==> config.mk <==
export PLATFORM = sky130hd
export DESIGN_NAME = serial_sum_deser
export DESIGN_NICKNAME = d
export VERILOG_FILES = /design/src/rtl/serial_pkg.sv /design/src/rtl/serial_bit_counter.sv /design/src/rtl/serial_sum_deser.sv
export SDC_FILE = /design/constraint.sdc
export NUM_CORES = 1
export LEC_CHECK = 0
export BUFFER_PORTS_ARGS = -buffer_cell sky130_fd_sc_hd__buf_2
export CAP_MARGIN = 20
export CORE_MARGIN = 5
export CORE_UTILIZATION = 51
export CTS_BUF_LIST = sky130_fd_sc_hd__clkbuf_8
export CTS_CLUSTER_DIAMETER = 120
export CTS_CLUSTER_SIZE = 8
export DETAILED_ROUTE_END_ITERATION = 6
export PLACE_DENSITY = 0.89
export SYNTH_ARGS = -nofsm -noshare
export SYNTH_HDL_FRONTEND = slang
export SYNTH_SLANG_ARGS = --single-unit
==> constraint.sdc <==
create_clock -name clk -period 1.6 [get_ports clk]
set_clock_uncertainty 0.2 [all_clocks]
set_input_delay 0.32 -clock clk [delete_from_list [all_inputs] [get_ports clk]]
set_output_delay 0.32 -clock clk [all_outputs]
set_load 0.005 [all_outputs]
==> src/rtl/serial_pkg.sv <==
// Shared types and helpers for the bit-serial add datapath (transmit and receive sides).
package serial_pkg;

    localparam int DEF_WIDTH = 8;

    typedef enum logic [1:0] {
        IDLE  = 2'd0,
        SHIFT = 2'd1,
        HOLD  = 2'd2
    } state_t;

    // Bits needed to count 0..w inclusive.
    function automatic int cnt_width(input int w);
        return $clog2(w + 1);
    endfunction

endpackage

==> src/rtl/serial_bit_counter.sv <==
// Modulo-WIDTH bit counter with clear, load-to-one and increment; term flags the WIDTH-th accepted bit.
// Latency: count updates one clock after the control; term is same-cycle. No backpressure.
module serial_bit_counter #(
    parameter int WIDTH = 8,
    parameter int CNT_W = $clog2(WIDTH + 1)
) (
    input  logic clk,
    input  logic r,
    input  logic clr,
    input  logic load1,
    input  logic inc,
    output logic term
);

    localparam logic [CNT_W-1:0] LAST = CNT_W'(WIDTH - 1);

    logic [CNT_W-1:0] count;

    assign term = inc && (count == LAST);

    always_ff @(posedge clk or negedge r) begin
        if (!r) begin
            count <= '0;
        end else if (clr) begin
            count <= '0;
        end else if (load1) begin
            count <= CNT_W'(1);
        end else if (inc) begin
            count <= term ? '0 : count + CNT_W'(1);
        end
    end

endmodule

==> src/rtl/serial_sum_deser.sv <==
// Deserialises the LSB-first sum stream plus final carry into a WIDTH-bit word on valid/ready.
// Latency 1 clock from last bit to out_valid; while a result is pending, incoming bits are dropped and flagged.
module serial_sum_deser
    import serial_pkg::*;
#(
    parameter int WIDTH = DEF_WIDTH,
    parameter int CNT_W = cnt_width(WIDTH)
) (
    input  logic             clk,
    input  logic             r,
    input  logic             bit_valid,
    input  logic             first,
    input  logic             s_in,
    input  logic             c_in,
    input  logic             out_ready,
    output logic             out_valid,
    output logic [WIDTH-1:0] sum_out,
    output logic             carry_out,
    output logic             busy,
    output logic             overrun,
    output logic             sync_err
);

    state_t           state;
    logic [WIDTH-1:0] sh;
    logic [WIDTH-1:0] sh_next;
    logic [WIDTH-1:0] sh_start;
    logic             start_bit;
    logic             handshake;
    logic             cnt_load1;
    logic             cnt_inc;
    logic             last_bit;

    assign sh_next   = {s_in, sh[WIDTH-1:1]};
    assign sh_start  = {s_in, {(WIDTH-1){1'b0}}};
    assign start_bit = bit_valid && first;
    assign handshake = (state == HOLD) && out_ready;

    // A frame start is honoured from IDLE, mid-frame (resync) and in the handshake cycle.
    assign cnt_load1 = start_bit && ((state == IDLE) || (state == SHIFT) || handshake);
    assign cnt_inc   = bit_valid && !first && (state == SHIFT);

    serial_bit_counter #(
        .WIDTH (WIDTH),
        .CNT_W (CNT_W)
    ) u_cnt (
        .clk   (clk),
        .r     (r),
        .clr   (1'b0),
        .load1 (cnt_load1),
        .inc   (cnt_inc),
        .term  (last_bit)
    );

    always_ff @(posedge clk or negedge r) begin
        if (!r) begin
            state     <= IDLE;
            sh        <= '0;
            sum_out   <= '0;
            carry_out <= 1'b0;
            out_valid <= 1'b0;
            busy      <= 1'b0;
            overrun   <= 1'b0;
            sync_err  <= 1'b0;
        end else begin
            sync_err <= 1'b0;
            case (state)
                IDLE: begin
                    if (start_bit) begin
                        sh    <= sh_start;
                        state <= SHIFT;
                        busy  <= 1'b1;
                    end
                end
                SHIFT: begin
                    if (bit_valid) begin
                        if (first) begin
                            sh       <= sh_start;
                            sync_err <= 1'b1;
                        end else begin
                            sh <= sh_next;
                            if (last_bit) begin
                                sum_out   <= sh_next;
                                carry_out <= c_in;
                                out_valid <= 1'b1;
                                state     <= HOLD;
                                busy      <= 1'b0;
                            end
                        end
                    end
                end
                HOLD: begin
                    if (out_ready) begin
                        out_valid <= 1'b0;
                        if (start_bit) begin
                            sh    <= sh_start;
                            state <= SHIFT;
                            busy  <= 1'b1;
                        end else begin
                            state <= IDLE;
                        end
                    end else if (bit_valid) begin
                        overrun <= 1'b1;
                    end
                end
                default: begin
                    state     <= IDLE;
                    out_valid <= 1'b0;
                    busy      <= 1'b0;
                end
            endcase
        end
    end

endmodule

==> impl_metrics.toml, run 1 <==
[clocking]
cts_root_buf = "clkbuf_8"
cts.reportedPaths.clkPinSlew_ns = 0.09
cts_made_buffers = 3
numClockSinks = 26
insertion_delay_ns = 0.27
cts_tree = "yes"
htree_levels = 1
cts_buffer_depth = 2

[synth]
synthesis.nets = 103
ys.flop_type = "dfrtp_1"
yosysWarnings = 0
synth_top_area_cell = "dfrtp_1"
synth.yosys.seq_area_share_pct = 57.8
synth_cell_types = 28
async_flop_share_pct = 100
ys_ff_latch = 26
ys_top_cells_by_area = "dfrtp_1, mux2_2, mux2i_1"
synth-edff-count = 0
synth_area_sq_um = 1130
syn-instance-count = 95
synth_top_area_share_pct = 57.8
syn_avg_cell_area_sq_um = 11.9

[placed_design]
numPortBuffers = 19
gp_congestion = 0.753
hpwl_mm = 1.63
place_inst = 151

[global_route]
grt_pass1_vias = 872
antenna_found_initial = 0
grt_pass1_wl_mm = 4.14
overflow = 0
grt_max_degree = 27
grt_use_total_pct = 16.1

[sta]
worstMarginPinSlew_ns = 0.573
hold_viol_final = 0
finalSetupTns_ns = -0.797
fin_crit_sh_pct = 105
max_freq_mhz = 593
setup_violations = 10
rsz0062_at_grt = "true"
period_minus_slack_ns = 1.69
worst_slack_ns = -0.0855
finalMaxSlewViolations = 0
maxSlewHeadroom_pct = 61.8

[cells_and_area]
syn_to_final_growth_pct = 35.9
diodes = 0
drive_gt1_share_pct = 43.9
final_util_pct = 70.5
fin_cells = 160
nets = 141

[setup_path]
reg2reg_from = "u_cnt.count[0]$_DFFE_PN0P_"
setup.worst_path.start = "u_cnt.count[0]$_DFFE_PN0P_"
r2r_slack_ns = -0.09
cp_max_fo = 11
cp.arrival_ns = 1.65
critPathLaunchType = "flip-flop"
worstPathRequired_ns = 1.57
crit_type = "flip-flop to flip-flop"
endpoint_kind = "flip-flop"

[drt]
drt_drc_violations_left = 0
drt_iter0_markers = 40
routed_wl_mm = 2.70
dr_total_vias = 919
drtPass1Iterations = 4
wire_per_inst_microns = 16.9
drtAntennaViolNets = 0
vias_per_cell = 5.74

[pwr]
finalPower_uw = 1570
power_density_nw_per_um2 = 1030
peakVddDrop_uv = 1070
p_leak_uw = 0.000787

[floorplanning]
start_util_pct = 51.9
die_w_microns = 57.0
fp-row-count = 17
ios = 20
dieArea_sq_um = 3250
coreArea_sq_um = 2170
die_h_microns = 57.0

[status]
outcome = "finished with violations"
violations = "setup timing"

[job]
cap_violations = 0

[min_path]
hold_path_class = "primary input to flip-flop"
hp-start = "c_in"
==> placed cells by master (no fill, tap or decap), drive strengths merged, types with 2 or more instances in the layout <==
cell | synthesis | routed
a21o | 2 | 2
a21oi | 7 | 7
buf | 3 | 35
clkbuf | 0 | 3
dfrtp | 26 | 26
inv | 8 | 8
mux2 | 10 | 10
mux2i | 6 | 6
nand2 | 8 | 8
nand2b | 2 | 2
nand3 | 2 | 2
nor2 | 3 | 3
o21ai | 5 | 5
==> synth_stat cells, types with 2 or more instances <==
cell and count:
a21oi_1 6, o21ai_0 5, a21o_1 2, nand2_1 8, nand2b_1 2, nand3_1 2
dfrtp_1 26, nor2_1 3, inv_1 8, mux2_2 10, mux2i_1 6
==> worst paths after layout <==
path / depth (start not counted) / endpoint
max reg2reg: 5 / sum_out[7]$_DFFE_PN0P_
min reg2reg: 1 / overrun$_DFFE_PN0P_
max: 5 / sum_out[7]$_DFFE_PN0P_
min in group asynchronous: 2 / sum_out[3]$_DFFE_PN0P_
min: 2 / carry_out$_DFFE_PN0P_
max in group asynchronous: 2 / u_cnt.count[2]$_DFFE_PN0P_
==> sequential cells by signal, indices dropped and copies added, names as in the netlist <==
signal       count
sum_out          8
sh               7
u_cnt.count      4
state            2
busy             1
carry_out        1
out_valid        1
overrun          1
sync_err         1
==> stage by stage <==
| step | hold WS (ns) | setup slack [ns] | cell area [sq um] |
|---|---|---|---|
| 2_1_floorplan | -0.176 | -0.0663 | 1170 |
| 3_3_place_gp | 0.130 | -0.0637 | 1370 |
| 3_5_place_dp | 0.145 | -0.129 | 1370 |
| 4_1_cts | 0.0753 | -0.0707 | 1480 |
| 5_1_grt | 0.0775 | -0.134 | 1530 |
| 6_report | 0.0774 | -0.0855 | 1530 |
==> kinds of logic after synthesis <==
group                      Yosys count  share of synthesized area [%]
AOI/OAI and AO/OA                   17                           9.33
adders and majority gates            1                           1.11
buffers and inverters               11                           4.78
DFF                                 26                           57.8
muxes                               16                           15.3
and+or+nand+nor                     24                           11.7
==> what timing repair did <==
action,in CTS,in global routing
pin swaps,3,2
buffers inserted,1,3
endpoints found under the setup margin,12,21
hold buffers,1,0
gates resized for setup,3,5
endpoints found under the hold margin,26,0
gates cloned,0,0
==> worst max-delay path: stages, from the launching register on <==
cell and delay (ns):
dfrtp_1 0.37, ha_2 0.21, nand3b_1 0.16, nor2_4 0.17, buf_12 0.16, mux2_4 0.31
==> area by class of cell <==
type,count,area (sq um)
well taps,28,35.0
repair buffers,36,245
clock inverters,1,30.0
flip-flops and latches,26,651
inverters,8,30.0
clock buffers,3,41.3
fillers,156,639
multi-input cells,58,498
==> power breakdown <==
| part | switching (uW) | internal (uW) |
|---|---|---|
| combinational | 121 | 147 |
| sequential | 41.3 | 716 |
| clock | 213 | 335 |
==> metal layers <==
layer | part of all wire, % | GRT usage [%] | up-vias
li1 | - | - | 405
met1 | 41 | 21.5 | 462
met2 | 50 | 26.6 | 40
met3 | 5.3 | 2.04 | 12
met4 | 3.4 | 6.62 | 0
met5 | 0 | 0 | -
Note: power is estimated with default switching activity, not from simulation.
==> run 2: changes to the inputs <==
--- a/config.mk
+++ b/config.mk
@@ -8,12 +8,11 @@
 export BUFFER_PORTS_ARGS = -buffer_cell sky130_fd_sc_hd__buf_2
 export CAP_MARGIN = 20
 export CORE_MARGIN = 5
-export CORE_UTILIZATION = 51
-export CTS_BUF_LIST = sky130_fd_sc_hd__clkbuf_8
-export CTS_CLUSTER_DIAMETER = 120
+export CORE_UTILIZATION = 48
+export CTS_CLUSTER_DIAMETER = 100
 export CTS_CLUSTER_SIZE = 8
 export DETAILED_ROUTE_END_ITERATION = 6
-export PLACE_DENSITY = 0.89
+export PLACE_DENSITY = 0.85
 export SYNTH_ARGS = -nofsm -noshare
 export SYNTH_HDL_FRONTEND = slang
 export SYNTH_SLANG_ARGS = --single-unit
==> run 2 against run 1 <==
  * The flow still finishes with violations (setup timing)
  * Final cell count is 2.5% lower
  * Die area rose by 5.1%
  * Sequential cell count unchanged
  * Count of clock-buffer cells in the layout stayed put
  * Sequential power up 0.5%
  * Clock power down 19%
  * Design area shrank 2.8%
  * Critical path type unchanged
  * Largest power group unchanged
==> impl_metrics.toml, run 2 (synthesized netlist as in run 1, its figures left out) <==
[status]
outcome = "finished with violations"
violations = "setup timing"

[setup_path]
cp_max_fo = 10
crit_type = "flip-flop to flip-flop"
setup.worst_path.start = "u_cnt.count[0]$_DFFE_PN0P_"
cp.arrival_ns = 1.68
crit_chain = "ha_4 -> nand3b_1 -> nor2_4 -> buf_12 -> mux2_4"
reg2reg_from = "u_cnt.count[0]$_DFFE_PN0P_"
endpoint_kind = "flip-flop"
slowest_stage = "dfrtp_1"
worstRegToRegCells = 5
slowest_delay_ns = 0.42
worstPathRequired_ns = 1.62
critPathLaunchType = "flip-flop"

[sta]
maxSlewHeadroom_pct = 62.4
setup_violations = 10
worstMarginPinSlew_ns = 0.564
fin_crit_sh_pct = 104
rsz0062_at_grt = "true"
worst_slack_ns = -0.0657
hold_slack_ns = 0.0344
max_freq_mhz = 600
period_minus_slack_ns = 1.67
finalMaxSlewViolations = 0
hold_viol_final = 0

[placed_design]
hpwl_mm = 1.61
numPortBuffers = 19
place_inst = 150
gp_congestion = 0.759

[min_path]
hold_depth = 2
hold_path_class = "primary input to flip-flop"
hp-start = "c_in"

[floorplanning]
fp-row-count = 17
die_h_microns = 58.4
dieArea_sq_um = 3410
die_w_microns = 58.4
start_util_pct = 50.4
coreArea_sq_um = 2230
ios = 20

[drt]
drtPass1Iterations = 4
drt_iter0_markers = 7
routed_wl_mm = 2.43
drtAntennaViolNets = 0
drt_drc_violations_left = 0
vias_per_cell = 5.33
wire_per_inst_microns = 15.6
dr_total_vias = 832

[global_route]
grt_pass1_wl_mm = 4.22
grt_use_total_pct = 16.4
grt_max_degree = 27
grt_pass1_vias = 892
antenna_found_initial = 0
overflow = 0

[cells_and_area]
top_regs = "sum_out (8), sh (7), u_cnt.count (4)"
largest_register = "sum_out"
syn_to_final_growth_pct = 32.1
nets = 137
drive_gt1_share_pct = 43.0
diodes = 0
fill_cells = 170
multiInputGateArea_sq_um = 503
fin_cells = 156
layout.cells.most_common_list = "dfrtp_1, buf_2, mux2_4, buf_4"
final_common_cell = "dfrtp_1"
ff_latch_area_sq_um = 652
largest_reg_flops = 8

[pwr]
clkPwrFrac_pct = 30.4
netSwitchingPower_uw = 346
p_comb_share_pct = 17.1
seqPwrFrac_pct = 52.5
p_leak_uw = 0.000750
power_density_nw_per_um2 = 976
power_switching_share_pct = 23.8
intPower_uw = 1110
peakVddDrop_uv = 576

[job]
cap_violations = 0

[clocking]
cts_tree = "yes"
cts.reportedPaths.clkPinSlew_ns = 0.14
cts_made_buffers = 3
insertion_delay_ns = 0.31
htree_levels = 1
numClockSinks = 26
cts_buffer_depth = 2
cts_root_buf = "clkbuf_4"
-- run 2: cell types whose count changed in the layout (fill, tap and decap cells not counted), moves of 2 or more --
cell	change
a21oi_1	-2
a21oi_2	+2
buf_4	-4
clkbuf_4	+3
clkbuf_8	-3
-- run 2: cell type report --
cell class	instances	share of cell area, %
Timing Repair Buffer	32	14.5
Inverter	8	2.02
Clock inverter	1	2.02
Clock buffer	3	1.51
Multi-Input combinational cell	58	33.8
Sequential cell	26	43.8
Tap cell	28	2.35
-- run 2: final timing paths --
kind                                           to  slack [ns]
setup / recovery           sum_out[3]$_DFFE_PN0P_       -0.07
hold / removal              carry_out$_DFFE_PN0P_        0.03
setup reg to reg           sum_out[3]$_DFFE_PN0P_       -0.07
hold reg to reg               overrun$_DFFE_PN0P_        0.28
max in group asynchronous    state[0]$_DFFE_PN0P_        0.50
min in group asynchronous  sum_out[3]$_DFFE_PN0P_        0.30
-- run 2: worst max-delay path, delay by kind of cell, from the launching register on --
kind / cells / cell delay, ns
DFF: 1 / 0.42
adders and majority gates: 1 / 0.16
buffers and inverters: 1 / 0.15
muxes: 1 / 0.30
and+or+nand+nor: 2 / 0.33
-- run 2: routing by layer --
layer,vias to the layer above,track usage (%),routed length [microns]
li1,389,-,-
met1,412,19.8,1020
met2,23,28.1,1240
met3,8,3.51,112
met4,0,7.28,57
met5,-,0,0
-- run 2: repair_timing --
item / CTS / global route
hold endpoints to repair: 26 / 0
buffers inserted: 0 / 1
gates resized for setup: 5 / 5
setup endpoints to repair: 12 / 15
hold buffers: 1 / 0
pin swaps: 2 / 1
-- run 2: power groups by stage --
stage | Sequential [uW] | Clock, uW | Combinational (uW)
after floorplan | 766 | 0 | 112
after global placement | 763 | 0 | 212
after detailed placement | 767 | 0 | 220
after CTS | 758 | 457 | 238
after global routing | 769 | 481 | 278
final | 761 | 442 | 248
-- run 2: per-stage QoR --
step / utilization (%) / total power (uW) / area, sq um / setup slack (ns) / TNS [ns]
after floorplan: - / 878 / 1170 / -0.0663 / -0.569
after global placement: 61.1 / 974 / 1370 / -0.0689 / -0.0957
after detailed placement: 61.1 / 987 / 1370 / -0.169 / -0.785
after CTS: 65.3 / 1450 / 1460 / -0.0489 / -0.321
after global routing: 66.6 / 1530 / 1490 / -0.129 / -1.19
final: 66.6 / 1450 / 1490 / -0.0657 / -0.576
==> run 3: changes to the inputs <==
--- a/config.mk
+++ b/config.mk
@@ -8,11 +8,13 @@
 export BUFFER_PORTS_ARGS = -buffer_cell sky130_fd_sc_hd__buf_2
 export CAP_MARGIN = 20
 export CORE_MARGIN = 5
-export CORE_UTILIZATION = 48
+export CORE_UTILIZATION = 49
 export CTS_CLUSTER_DIAMETER = 100
 export CTS_CLUSTER_SIZE = 8
 export DETAILED_ROUTE_END_ITERATION = 6
-export PLACE_DENSITY = 0.85
+export PLACE_DENSITY = 0.86
+export SKIP_CTS_REPAIR_TIMING = 1
 export SYNTH_ARGS = -nofsm -noshare
 export SYNTH_HDL_FRONTEND = slang
+export SYNTH_HIERARCHICAL = 1
 export SYNTH_SLANG_ARGS = --single-unit
==> run 3 against run 2 <==
  * The flow still finishes with violations (setup timing)
  * Core utilization fell by 0.57 points
  * Synthesized area rose by 6.2%
  * Count of clock-buffer cells in the layout did not move
  * Sequential share of layout area fell by 2.9 points
  * Register-to-register slack got worse by 0.34 ns
  * Worst setup slack got worse by 0.34 ns
  * Non-clock buffer count rose by 8
  * Routed wire length fell by 0.16%
  * Worst hold slack improved by 0.0046 ns
  * Design area rose by 7.0%
  * Global-route usage fell by 1.9 points
  * Largest cell class unchanged
  * Highest routed layer unchanged
==> impl_metrics.toml, run 3 <==
[status]
outcome = "finished with violations"
violations = "setup timing"

[cells_and_area]
final_common_cell = "dfrtp_1"
drive_gt1_share_pct = 46.5
fill_cells = 197
final_util_pct = 66.0
fin_cells = 172
layout.cells.most_common_list = "dfrtp_1, buf_2, buf_4"
nets = 151
largest_reg_flops = 8
top_regs = "sum_out (8), sh (7), u_cnt/count (4)"
largest_register = "sum_out"
ff_latch_area_sq_um = 651
diodes = 0
syn_to_final_growth_pct = 33.1
multiInputGateArea_sq_um = 551

[placed_design]
place_inst = 164
numPortBuffers = 19
gp_congestion = 0.820
hpwl_mm = 1.80

[sta]
rsz0062_at_grt = "true"
hold_slack_ns = 0.0390
finalMaxSlewViolations = 0
worstMarginPinSlew_ns = 0.565
finalSetupTns_ns = -4.93
worst_slack_ns = -0.406
period_minus_slack_ns = 2.01
hold_viol_final = 0
fin_crit_sh_pct = 125
max_freq_mhz = 498
maxSlewHeadroom_pct = 62.4
setup_violations = 15

[floorplanning]
start_util_pct = 49.6
dieArea_sq_um = 3530
die_h_microns = 59.4
fp-row-count = 18
coreArea_sq_um = 2410
die_w_microns = 59.4
ios = 20

[synth]
synth-edff-count = 0
syn-instance-count = 95
ys_ff_latch = 26
synth_top_area_share_pct = 54.4
synth_top_area_cell = "dfrtp_1"
yosys.cell_count.top_type = "dfrtp_1"
ys_top_cells_by_area = "dfrtp_1, mux2_4, mux2i_1"
synth_area_sq_um = 1200
yosysWarnings = 6
synth_cell_types = 33
synth_commonest_cells = "dfrtp_1, inv_1, mux2_4, nand2_1, mux2i_1"
async_flop_share_pct = 100
synth.yosys.seq_area_share_pct = 54.4
ys.flop_type = "dfrtp_1"
syn_avg_cell_area_sq_um = 12.6

[drt]
routed_wl_mm = 2.43
drt_iter0_markers = 4
drtPass1Iterations = 4
wire_per_inst_microns = 14.1
dr_total_vias = 884
vias_per_cell = 5.14
drtAntennaViolNets = 0
drt_drc_violations_left = 0

[setup_path]
worstPathRequired_ns = 1.61
cp.arrival_ns = 2.02
critPathLaunchType = "flip-flop"
endpoint_kind = "flip-flop"
cp_max_fo = 5
crit_type = "flip-flop to flip-flop"

[pwr]
p_leak_uw = 0.000847
peakVddDrop_uv = 596
power_density_nw_per_um2 = 776

[global_route]
overflow = 0
grt_pass1_vias = 928
grt_max_degree = 27
grt_use_total_pct = 14.5
antenna_found_initial = 0
grt_pass1_wl_mm = 3.97

[clocking]
cts_tree = "yes"
cts.reportedPaths.clkPinSlew_ns = 0.14
htree_levels = 1
numClockSinks = 26
cts_root_buf = "clkbuf_4"
cts_buffer_depth = 2
insertion_delay_ns = 0.31
cts_made_buffers = 3

[min_path]
hold_path_class = "primary input to flip-flop"

[job]
cap_violations = 0
[run 3: changes by cell type in the layout (fill, tap and decap cells not counted), sizes merged, moves of 2 or more]
cell   change
buf        +8
conb       +5
a21oi      -4
and2       +3
nand3      -2
nor3       +2
o21ai      -2
[run 3: final timing paths]
| check | cells after the start | slack (ns) | startpoint | endpoint |
|---|---|---|---|---|
| hold / removal | 2 | 0.04 | c_in | carry_out$_DFFE_PN0P_ |
| setup reg to reg | 6 | -0.41 | state[1]$_DFFE_PN0P_ | sum_out[4]$_DFFE_PN0P_ |
| min in group asynchronous | 2 | 0.31 | r | sum_out[1]$_DFFE_PN0P_ |
| max in group asynchronous | 2 | 0.51 | r | u_cnt/count[2]$_DFFE_PN0P_ |
| hold reg to reg | 1 | 0.30 | overrun$_DFFE_PN0P_ | overrun$_DFFE_PN0P_ |
| setup / recovery | 6 | -0.41 | state[1]$_DFFE_PN0P_ | sum_out[4]$_DFFE_PN0P_ |
[run 3: critical path, stage by stage, from the launching register on]
cell and delay [ns]:
dfrtp_1 0.40, or2b_1 0.26, nor3_4 0.12, and4b_2 0.25, and2_4 0.15, and2_4 0.21, mux2_4 0.32
[run 3: kinds of logic after synthesis]
logic type      share of synthesized area (%)
compound gates                           8.58
flops                                    54.4
other cells                             0.314
buf+inv                                  4.92
mux                                      18.1
fa+ha+maj                                1.05
xor+xnor                                0.732
simple gates                             11.9
[run 3: per-stage QoR]
| stage | instance area (sq um) | power (uW) | worst slack [ns] |
|---|---|---|---|
| global placement | 1470 | 792 | -0.423 |
| finish | 1590 | 1240 | -0.406 |
| detailed placement | 1470 | 798 | -0.472 |
| floorplan | 1230 | 738 | -0.614 |
| global route | 1590 | 1290 | -0.460 |
| CTS | 1520 | 1240 | -0.488 |
[run 3: area by class of cell]
| cell class | instances | share of cell area, % |
|---|---|---|
| Tap cell | 30 | 2.36 |
| Multi-Input combinational cell | 63 | 34.6 |
| Timing Repair Buffer | 40 | 16.7 |
| Inverter | 9 | 2.12 |
| Clock inverter | 1 | 1.89 |
| Sequential cell | 26 | 40.9 |
| Clock buffer | 3 | 1.42 |
[run 3: power by group]
part           switching (uW)  internal (uW)  leakage, uW
Combinational            56.2           51.5     0.000473
Clock                     189            253    0.0000279
Sequential               12.0            673     0.000346
Total                     258            978     0.000847
[run 3: per-layer routing]
layer	vias up	part of all wire, %	track usage (%)
met3	2	4.7	3.49
met1	450	43	16.5
li1	414	-	-
met5	-	0	0
met2	18	52	27.5
met4	0	0.33	2.27
